File: src/rtl/tri_feeder_pkg.sv
// Shared types for the triangle feeder: FSM states, the per-triangle record and buffer depth.
package tri_feeder_pkg;

    typedef enum logic [1:0] {
        IDLE,
        RUN,
        DONE
    } feeder_state_t;

    localparam int BUF_DEPTH  = 2;
    localparam int REC_D_BITS = 32;
    localparam int REC_M_BITS = 32;

    typedef struct packed {
        logic [2:0][REC_D_BITS-1:0] normal;
        logic [2:0][REC_D_BITS-1:0] v0;
        logic [2:0][REC_D_BITS-1:0] v1;
        logic [2:0][REC_D_BITS-1:0] v2;
        logic [2:0][REC_D_BITS-1:0] origin;
        logic [2:0][REC_D_BITS-1:0] dir;
        logic [REC_M_BITS-1:0]      id;
    } tri_rec_t;

endpackage

File: src/rtl/tri_rec_buf.sv
// Two-entry record FIFO between triangle memory read data and the output port.
// Push and pop are never issued illegally; the feeder's credit check guarantees room.
module tri_rec_buf
    import tri_feeder_pkg::*;
#(
    parameter type rec_t = tri_rec_t
) (
    input  logic       clock_i,
    input  logic       reset_n_i,
    input  logic       push_i,
    input  rec_t       push_dat_i,
    input  logic       pop_i,
    output logic [1:0] count_o,
    output rec_t       head_o
);

    localparam int PTR_W = $clog2(BUF_DEPTH);

    rec_t             mem_q [BUF_DEPTH];
    logic [PTR_W-1:0] wr_ptr_q;
    logic [PTR_W-1:0] rd_ptr_q;
    logic [1:0]       count_q;

    // Storage is reset so the outputs read zero straight out of reset.
    always_ff @(posedge clock_i or negedge reset_n_i) begin
        if (!reset_n_i) begin
            for (int i = 0; i < BUF_DEPTH; i++) begin
                mem_q[i] <= '0;
            end
            wr_ptr_q <= '0;
            rd_ptr_q <= '0;
            count_q  <= '0;
        end else begin
            if (push_i) begin
                mem_q[wr_ptr_q] <= push_dat_i;
                wr_ptr_q        <= wr_ptr_q + PTR_W'(1);
            end
            if (pop_i) begin
                rd_ptr_q <= rd_ptr_q + PTR_W'(1);
            end
            count_q <= count_q + 2'(push_i) - 2'(pop_i);
        end
    end

    assign count_o = count_q;
    assign head_o  = mem_q[rd_ptr_q];

endmodule

File: src/rtl/tri_feeder.sv
// Accepts one ray, walks triangle IDs 0..count-1 through a 1-cycle memory and pushes one record per triangle.
// Reads are issued only while buffered plus in-flight records fit in the 2-entry buffer.
module tri_feeder
    import tri_feeder_pkg::*;
#(
    parameter int D_BITS   = 32,
    parameter int M_BITS   = 32,
    parameter int MAX_TRIS = 1024,
    parameter int A_BITS   = $clog2(MAX_TRIS)
) (
    input  logic              clock,
    input  logic              reset,
    input  logic [D_BITS-1:0] ray_origin [2:0],
    input  logic [D_BITS-1:0] ray_dir [2:0],
    input  logic [A_BITS:0]   ray_num_tris,
    input  logic              ray_wr_en,
    output logic              ray_full,
    output logic              mem_rd_en,
    output logic [A_BITS-1:0] mem_addr,
    input  logic [D_BITS-1:0] mem_normal [2:0],
    input  logic [D_BITS-1:0] mem_v0 [2:0],
    input  logic [D_BITS-1:0] mem_v1 [2:0],
    input  logic [D_BITS-1:0] mem_v2 [2:0],
    output logic [D_BITS-1:0] tri_normal_out [2:0],
    output logic [D_BITS-1:0] v0_out [2:0],
    output logic [D_BITS-1:0] v1_out [2:0],
    output logic [D_BITS-1:0] v2_out [2:0],
    output logic [D_BITS-1:0] origin_out [2:0],
    output logic [D_BITS-1:0] dir_out [2:0],
    output logic [M_BITS-1:0] triangle_id_out,
    output logic              out_wr_en,
    input  logic              out_full,
    output logic              ray_done
);

    localparam int CNT_W = A_BITS + 1;
    localparam logic [CNT_W-1:0] MAX_CNT = CNT_W'(MAX_TRIS);

    typedef struct packed {
        logic [2:0][D_BITS-1:0] normal;
        logic [2:0][D_BITS-1:0] v0;
        logic [2:0][D_BITS-1:0] v1;
        logic [2:0][D_BITS-1:0] v2;
        logic [2:0][D_BITS-1:0] origin;
        logic [2:0][D_BITS-1:0] dir;
        logic [M_BITS-1:0]      id;
    } rec_t;

    feeder_state_t          state_q, state_d;
    logic [2:0][D_BITS-1:0] origin_q, dir_q;
    logic [CNT_W-1:0]       count_q, issue_q, num_clamped;
    logic                   inflight_q;
    logic [A_BITS-1:0]      rd_addr_q;

    logic [1:0] buf_cnt;
    rec_t       head, rec_in;
    logic       pop, issue, buf_empty_next;
    logic [2:0] used;

    assign num_clamped = (ray_num_tris > MAX_CNT) ? MAX_CNT : ray_num_tris;

    assign pop   = (buf_cnt != 2'd0) && !out_full;
    assign used  = {1'b0, buf_cnt} + {2'b0, inflight_q};
    // A read may be issued when its record is guaranteed a slot by the time it returns.
    assign issue = (state_q == RUN) && (issue_q < count_q) && (used < 3'd2 + {2'b0, pop});
    assign buf_empty_next = (buf_cnt == 2'd0) || ((buf_cnt == 2'd1) && pop);

    assign rec_in.normal = {mem_normal[2], mem_normal[1], mem_normal[0]};
    assign rec_in.v0     = {mem_v0[2], mem_v0[1], mem_v0[0]};
    assign rec_in.v1     = {mem_v1[2], mem_v1[1], mem_v1[0]};
    assign rec_in.v2     = {mem_v2[2], mem_v2[1], mem_v2[0]};
    assign rec_in.origin = origin_q;
    assign rec_in.dir    = dir_q;
    assign rec_in.id     = M_BITS'(rd_addr_q);

    always_comb begin
        state_d = state_q;
        case (state_q)
            IDLE: if (ray_wr_en) state_d = (num_clamped != '0) ? RUN : DONE;
            RUN:  if ((issue_q == count_q) && !inflight_q && buf_empty_next) state_d = DONE;
            DONE: state_d = IDLE;
            default: state_d = IDLE;
        endcase
    end

    always_ff @(posedge clock or negedge reset) begin
        if (!reset) begin
            state_q    <= IDLE;
            origin_q   <= '0;
            dir_q      <= '0;
            count_q    <= '0;
            issue_q    <= '0;
            inflight_q <= 1'b0;
            rd_addr_q  <= '0;
        end else begin
            state_q    <= state_d;
            inflight_q <= issue;
            if ((state_q == IDLE) && ray_wr_en) begin
                origin_q <= {ray_origin[2], ray_origin[1], ray_origin[0]};
                dir_q    <= {ray_dir[2], ray_dir[1], ray_dir[0]};
                count_q  <= num_clamped;
                issue_q  <= '0;
            end
            if (issue) begin
                issue_q   <= issue_q + CNT_W'(1);
                rd_addr_q <= issue_q[A_BITS-1:0];
            end
        end
    end

    tri_rec_buf #(.rec_t(rec_t)) u_buf (
        .clock_i    (clock),
        .reset_n_i  (reset),
        .push_i     (inflight_q),
        .push_dat_i (rec_in),
        .pop_i      (pop),
        .count_o    (buf_cnt),
        .head_o     (head)
    );

    assign ray_full        = (state_q != IDLE);
    assign ray_done        = (state_q == DONE);
    assign mem_rd_en       = issue;
    assign mem_addr        = issue ? issue_q[A_BITS-1:0] : '0;
    assign out_wr_en       = pop;
    assign triangle_id_out = head.id;

    always_comb begin
        for (int i = 0; i < 3; i++) begin
            tri_normal_out[i] = head.normal[i];
            v0_out[i]         = head.v0[i];
            v1_out[i]         = head.v1[i];
            v2_out[i]         = head.v2[i];
            origin_out[i]     = head.origin[i];
            dir_out[i]        = head.dir[i];
        end
    end

endmodule

File: config.mk
export PLATFORM = sky130hd
export DESIGN_NAME = tri_feeder
export DESIGN_NICKNAME = d
export VERILOG_FILES = /design/src/rtl/tri_feeder_pkg.sv /design/src/rtl/tri_rec_buf.sv /design/src/rtl/tri_feeder.sv
export SDC_FILE = /design/constraint.sdc
export NUM_CORES = 2
export LEC_CHECK = 0
export CORE_AREA = 2 2 476 478
export DETAILED_ROUTE_END_ITERATION = 7
export DIE_AREA = 0 0 478 480
export MAX_ROUTING_LAYER = met4
export SYNTH_ARGS = -nofsm -noshare
export SYNTH_HDL_FRONTEND = slang
export SYNTH_SLANG_ARGS = --single-unit
File: constraint.sdc
create_clock -name clock -period 3.2 [get_ports clock]
set_input_delay 0.96 -clock clock [delete_from_list [all_inputs] [get_ports clock]]
set_output_delay 0.96 -clock clock [all_outputs]
set_load 0.1 [all_outputs]
# == Word-level counts from Yosys, hierarchy flattened ==
# Index checks and enable logic that the tools add are counted.
# totals
register_bits,1447
in_bits,591
output_inout_bits,622
word_cells,105
# op_classes
n_addsub,7
magnitude_cmp,6
eq_ne,6
mux,14
bitwise,2
n_reduce_logical,18
# op_table
cell,n
608-bit two-way mux,4
1216-bit bitwise mux,1
608-bit demux with 1-bit select,1
11-bit two-way mux,3
11-bit by 1-bit adder with 11-bit output (second input constant),1
11-bit == test,1
11-bit > comparator (second input constant),1
11-bit < comparator,1
11-bit nonzero test,1
10-bit two-way mux,1
1-bit logical AND,8
2-bit two-way mux,3
2-bit nonzero test,3
2-bit by 1-bit == test with 1-bit output (second input constant),2
2-bit greater-or-equal comparator (second input constant),2
2-bit zero test,2
1-bit NOT with 2-bit output,2
2-bit one-hot mux with 2 select lines,1
2-bit by 1-bit adder with 3-bit output,1
2-bit by 1-bit adder with 3-bit output (first input constant),1
3-bit < comparator,1
1-bit adder (second input constant),2
2-bit by 1-bit adder with 2-bit output,1
2-bit == test (second input constant),1
7 further kinds,8

# == Depth between registers and ports, before layout ==
# depth
depth_word,7
ltp_mapped,8
ltp_nobuf,8

# == Hierarchy ==
# Synthesis repeated with hierarchy kept, for this count alone.
# hier_totals
cells_unflattened,4268
area_unflattened_um2,61895.6
# modules_own_cells
module,n_inst,cells_per_inst,area_each_um2,seq_area_each_um2
tri_rec_buf,1,3257,52760.6,30529.3
tri_feeder,1,1011,9135.0,5680.4

# == Least setup slack after synthesis ==
# Ideal clock, no wire load.
# synth_path
path_kind,input port to output port
startpoint,input out_full
endpoint,output mem_addr[0]
arrival_time_ps,3148
required_ps,2240
path_slack_ps,-908
cell_stages,6
path_buffers,1
path_cell_list,o21bai_1 > o21ai_0 > nand3_2 > or2_4 > buf_2 > nor2_1
# synth_via
elab_chain_len,6
# synth_rtl
element,line,rtl
start: declaration,tri_feeder.sv:32,"input logic out_full,"
1-bit zero test,tri_feeder.sv:62,assign pop = (buf_cnt != 2'd0) && !out_full;
1-bit logical AND,tri_feeder.sv:62,
2-bit by 1-bit adder with 3-bit output,tri_feeder.sv:65,"assign issue = (state_q == RUN) && (issue_q < count_q) && (used < 3'd2 + {2'b0, pop});"
3-bit < comparator,tri_feeder.sv:65,
1-bit logical AND,tri_feeder.sv:65,
10-bit two-way mux,tri_feeder.sv:124,assign mem_addr = issue ? issue_q[A_BITS-1:0] : '0;
end: declaration,tri_feeder.sv:19,"output logic [A_BITS-1:0] mem_addr,"
# Every way passes these cells.

# == Worst setup path in the final report ==
# layout_path
startpoint,register count_q[5]
endpoint,output mem_addr[3]
# layout_via
elab_chain_len,4
# layout_rtl
element,line,rtl
start: declaration,tri_feeder.sv:51,"logic [CNT_W-1:0] count_q, issue_q, num_clamped;"
start signal: assignment,tri_feeder.sv:101,count_q <= num_clamped;
11-bit < comparator,tri_feeder.sv:65,
1-bit logical AND (2 in series),tri_feeder.sv:65,
10-bit two-way mux,tri_feeder.sv:124,
# Every way passes these cells.

==> impl_metrics.tcl <==
set metrics [dict create \
    status "finished, violations left" \
    violations "setup timing" \
    dpl.hpwl_um 152000 \
    drtIter0Drc 1723 \
    min_period_over_period 1.15 \
    detail-route-antenna-nets 0 \
    holdWs_ns 0.124 \
    synthSimpleGateAreaFrac 0.0435 \
    synth_enable_flop_cells 0 \
    synthCells 4176 \
    area_growth_pct 53.3 \
    slew_viol_final 0 \
    drc 0 \
    initial_core_util 0.266 \
    cts.path.max_buffers 3 \
    cp-start-kind "register" \
    drtPass1Iterations 4 \
    rows 174 \
    rsz0062_at_grt "true" \
    layout_common_cells "mux2_2, dfrtp_1, buf_12" \
    end_kind "primary output" \
    yosysWarnings 0 \
    path_class "register to primary output" \
    finalWirelength_um 217000 \
    synth-compound-area-share 0.00538 \
    cts.sinks 1403 \
    hold_violations 0 \
    seq_area_frac_synth 0.589 \
    fp.dieW_um 478 \
    timing.max_cap.violations 0 \
    vias 39443 \
    tightest_slew_ns 0.598 \
    path_max_fanout 5 \
    worst_ep_required_time_ns 2.24 \
    multi_input_comb_area_um2 24000 \
    yosysUniqueCellTypes 51 \
    grt_pass1_vias 42005 \
    synth_mux_area_frac 0.335 \
    worst_slack_ns -0.464 \
    fp.coreArea_um2 224000 \
    avgSynthCellArea_um2 14.3 \
    boundaryPins 1213 \
    grt_start_max_net_pins 93 \
    max_freq_ghz 0.273 \
    cts_tree "built" \
    synth_xor_xnor_area_share 0.000588 \
    ys_ff_latch 1403 \
    final_util 0.408 \
    antenna_found_initial 50 \
    final_common_cell "mux2_2" \
    async_reset_ff_frac 1.00 \
    clkSlewWorstSetupHoldPaths_ns 0.06 \
    track_usage 0.185 \
    viasPerCell 4.52 \
    relSlewSlack 0.601 \
    nets 6186 \
    wl_per_cell_um 24.8 \
    synthAdderAreaFrac 0.00336 \
    die_h_um 480 \
    critPathArrivalTime_ns 2.70 \
    dp.cells 8270 \
    synth_ff_type "dfrtp_1" \
    seq_area_um2 35100 \
    final.min_clock_period_ns 3.66 \
    drive_gt1_frac 0.520 \
    synth_area_um2 59600 \
    htreeDepth 4 \
    fillers 20333 \
    io_buffers 1190 \
    clockRootBuffer "clkbuf_16" \
    instances_no_fill 8732 \
    cts_buffers 164 \
    grt_pass1_wl_um 302000 \
    tns_ns -149.39 \
    synth_top_family_by_area "multiplexers" \
    fin_worst_skew_ns 0.0622 \
    gp_congestion 0.879 \
    setup_viol 578 \
    grt_overflow 0 \
    hold_class "primary input to asynchronous set/reset pin" \
    die_area_um2 229000 \
    insertion_delay_ns 0.80 \
]
## stage by stage
step / setup slack [ns] / area (um2)
after floorplan: -0.0477 / 59700
after global placement: -0.371 / 81600
after detailed placement: -0.326 / 81600
after CTS: -0.522 / 89500
after global routing: -0.594 / 91300
final: -0.464 / 91300
## worst max-delay path, cell delays in order, from the launching register on
cell and delay (ns):
dfrtp_1 0.37, inv_2 0.08, ha_4 0.20, a21o_1 0.16
a221oi_2 0.28, a21boi_2 0.09, or2_4 0.32, clkinv_4 0.08
and2_4 0.15, buf_12 0.16
## metal layers
metal / vias to the layer above / share of wire / track usage
met5: - / 0 / -
met4: 0 / 0.037 / 0.0669
met3: 311 / 0.069 / 0.0542
met2: 1170 / 0.47 / 0.290
met1: 20586 / 0.42 / 0.226
li1: 17376 / - / -
## layout make-up
type,count,area share
Inverter,19,0.000863
Tap cell,2992,0.0410
Clock inverter,60,0.00970
Timing Repair inverter,1,0.0000959
Clock buffer,238,0.0520
Multi-Input combinational cell,2506,0.263
Timing Repair Buffer,1484,0.248
Antenna cell,29,0.000795
Sequential cell,1403,0.384
## synthesized netlist by cell type (all sizes together), types with 2 or more instances
| cell | number | area [um2] |
|---|---|---|
| mux2 | 1766 | 19900 |
| dfrtp | 1403 | 35100 |
| nand2 | 593 | 2230 |
| buf | 201 | 1050 |
| clkbuf | 68 | 256 |
| o21ai | 19 | 95.1 |
| inv | 18 | 67.6 |
| ha | 16 | 200 |
| and2 | 9 | 56.3 |
| a31o | 8 | 70.1 |
| nand3 | 8 | 45.0 |
| nand3b | 8 | 60.1 |
| nor2 | 7 | 26.3 |
| a211oi | 6 | 45.0 |
| nor4 | 5 | 37.5 |
| or2 | 5 | 33.8 |
| a21o | 3 | 22.5 |
| xnor2 | 3 | 26.3 |
| and3 | 2 | 12.5 |
| and4 | 2 | 17.5 |
| mux2i | 2 | 20.0 |
| nand2b | 2 | 12.5 |
| nand4 | 2 | 12.5 |
| nor2b | 2 | 12.5 |
| o211ai | 2 | 15.0 |
## flip-flops by register name, summed over array words and instances (netlist names)
name,cells
u_buf.mem_q,1172
u_buf.count_o,2
dir_q,96
u_buf.rd_ptr_q,1
rd_addr_q,10
origin_q,96
state_q,2
issue_q,11
count_q,11
u_buf.wr_ptr_q,1
inflight_q,1
## final timing paths
path,endpoint,slack (ns),startpoint,depth (start not counted)
hold reg to reg,dir_q[24]$_DFFE_PN0P_,0.49,dir_q[24]$_DFFE_PN0P_,2
min in group clock,dir_q[24]$_DFFE_PN0P_,0.49,dir_q[24]$_DFFE_PN0P_,2
hold / removal,u_buf.mem_q[331]$_DFFE_PN0P_,0.12,reset,1
setup reg to reg,issue_q[9]$_DFFE_PN0P_,0.03,count_q[5]$_DFFE_PN0P_,18
max in group asynchronous,rd_addr_q[4]$_DFFE_PN0P_,2.07,reset,3
setup / recovery,mem_addr[3],-0.46,count_q[5]$_DFFE_PN0P_,9
## cell families (layout without fill, tap and decap cells)
logic type,count (synthesis),after routing
multiplexers,1768,1768
buffers and inverters,288,1802
AND/OR/NAND/NOR,650,650
AO/OA/AOI/OAI,46,46
other,1,51
adder cells (fa/ha/maj),16,16
XOR/XNOR,4,4
flip-flops,1403,1403
## repair_timing
item                                    in CTS  in global routing
cloned                                      42                 35
gates resized for setup                    159                303
pin swaps                                   13                  3
buffers inserted                            53                 33
endpoints found under the setup margin     579                610
hold buffers                                 0                  0
Power is not shown: default switching activity piles up to over one toggle a cycle in this logic, so the estimate is an artifact.
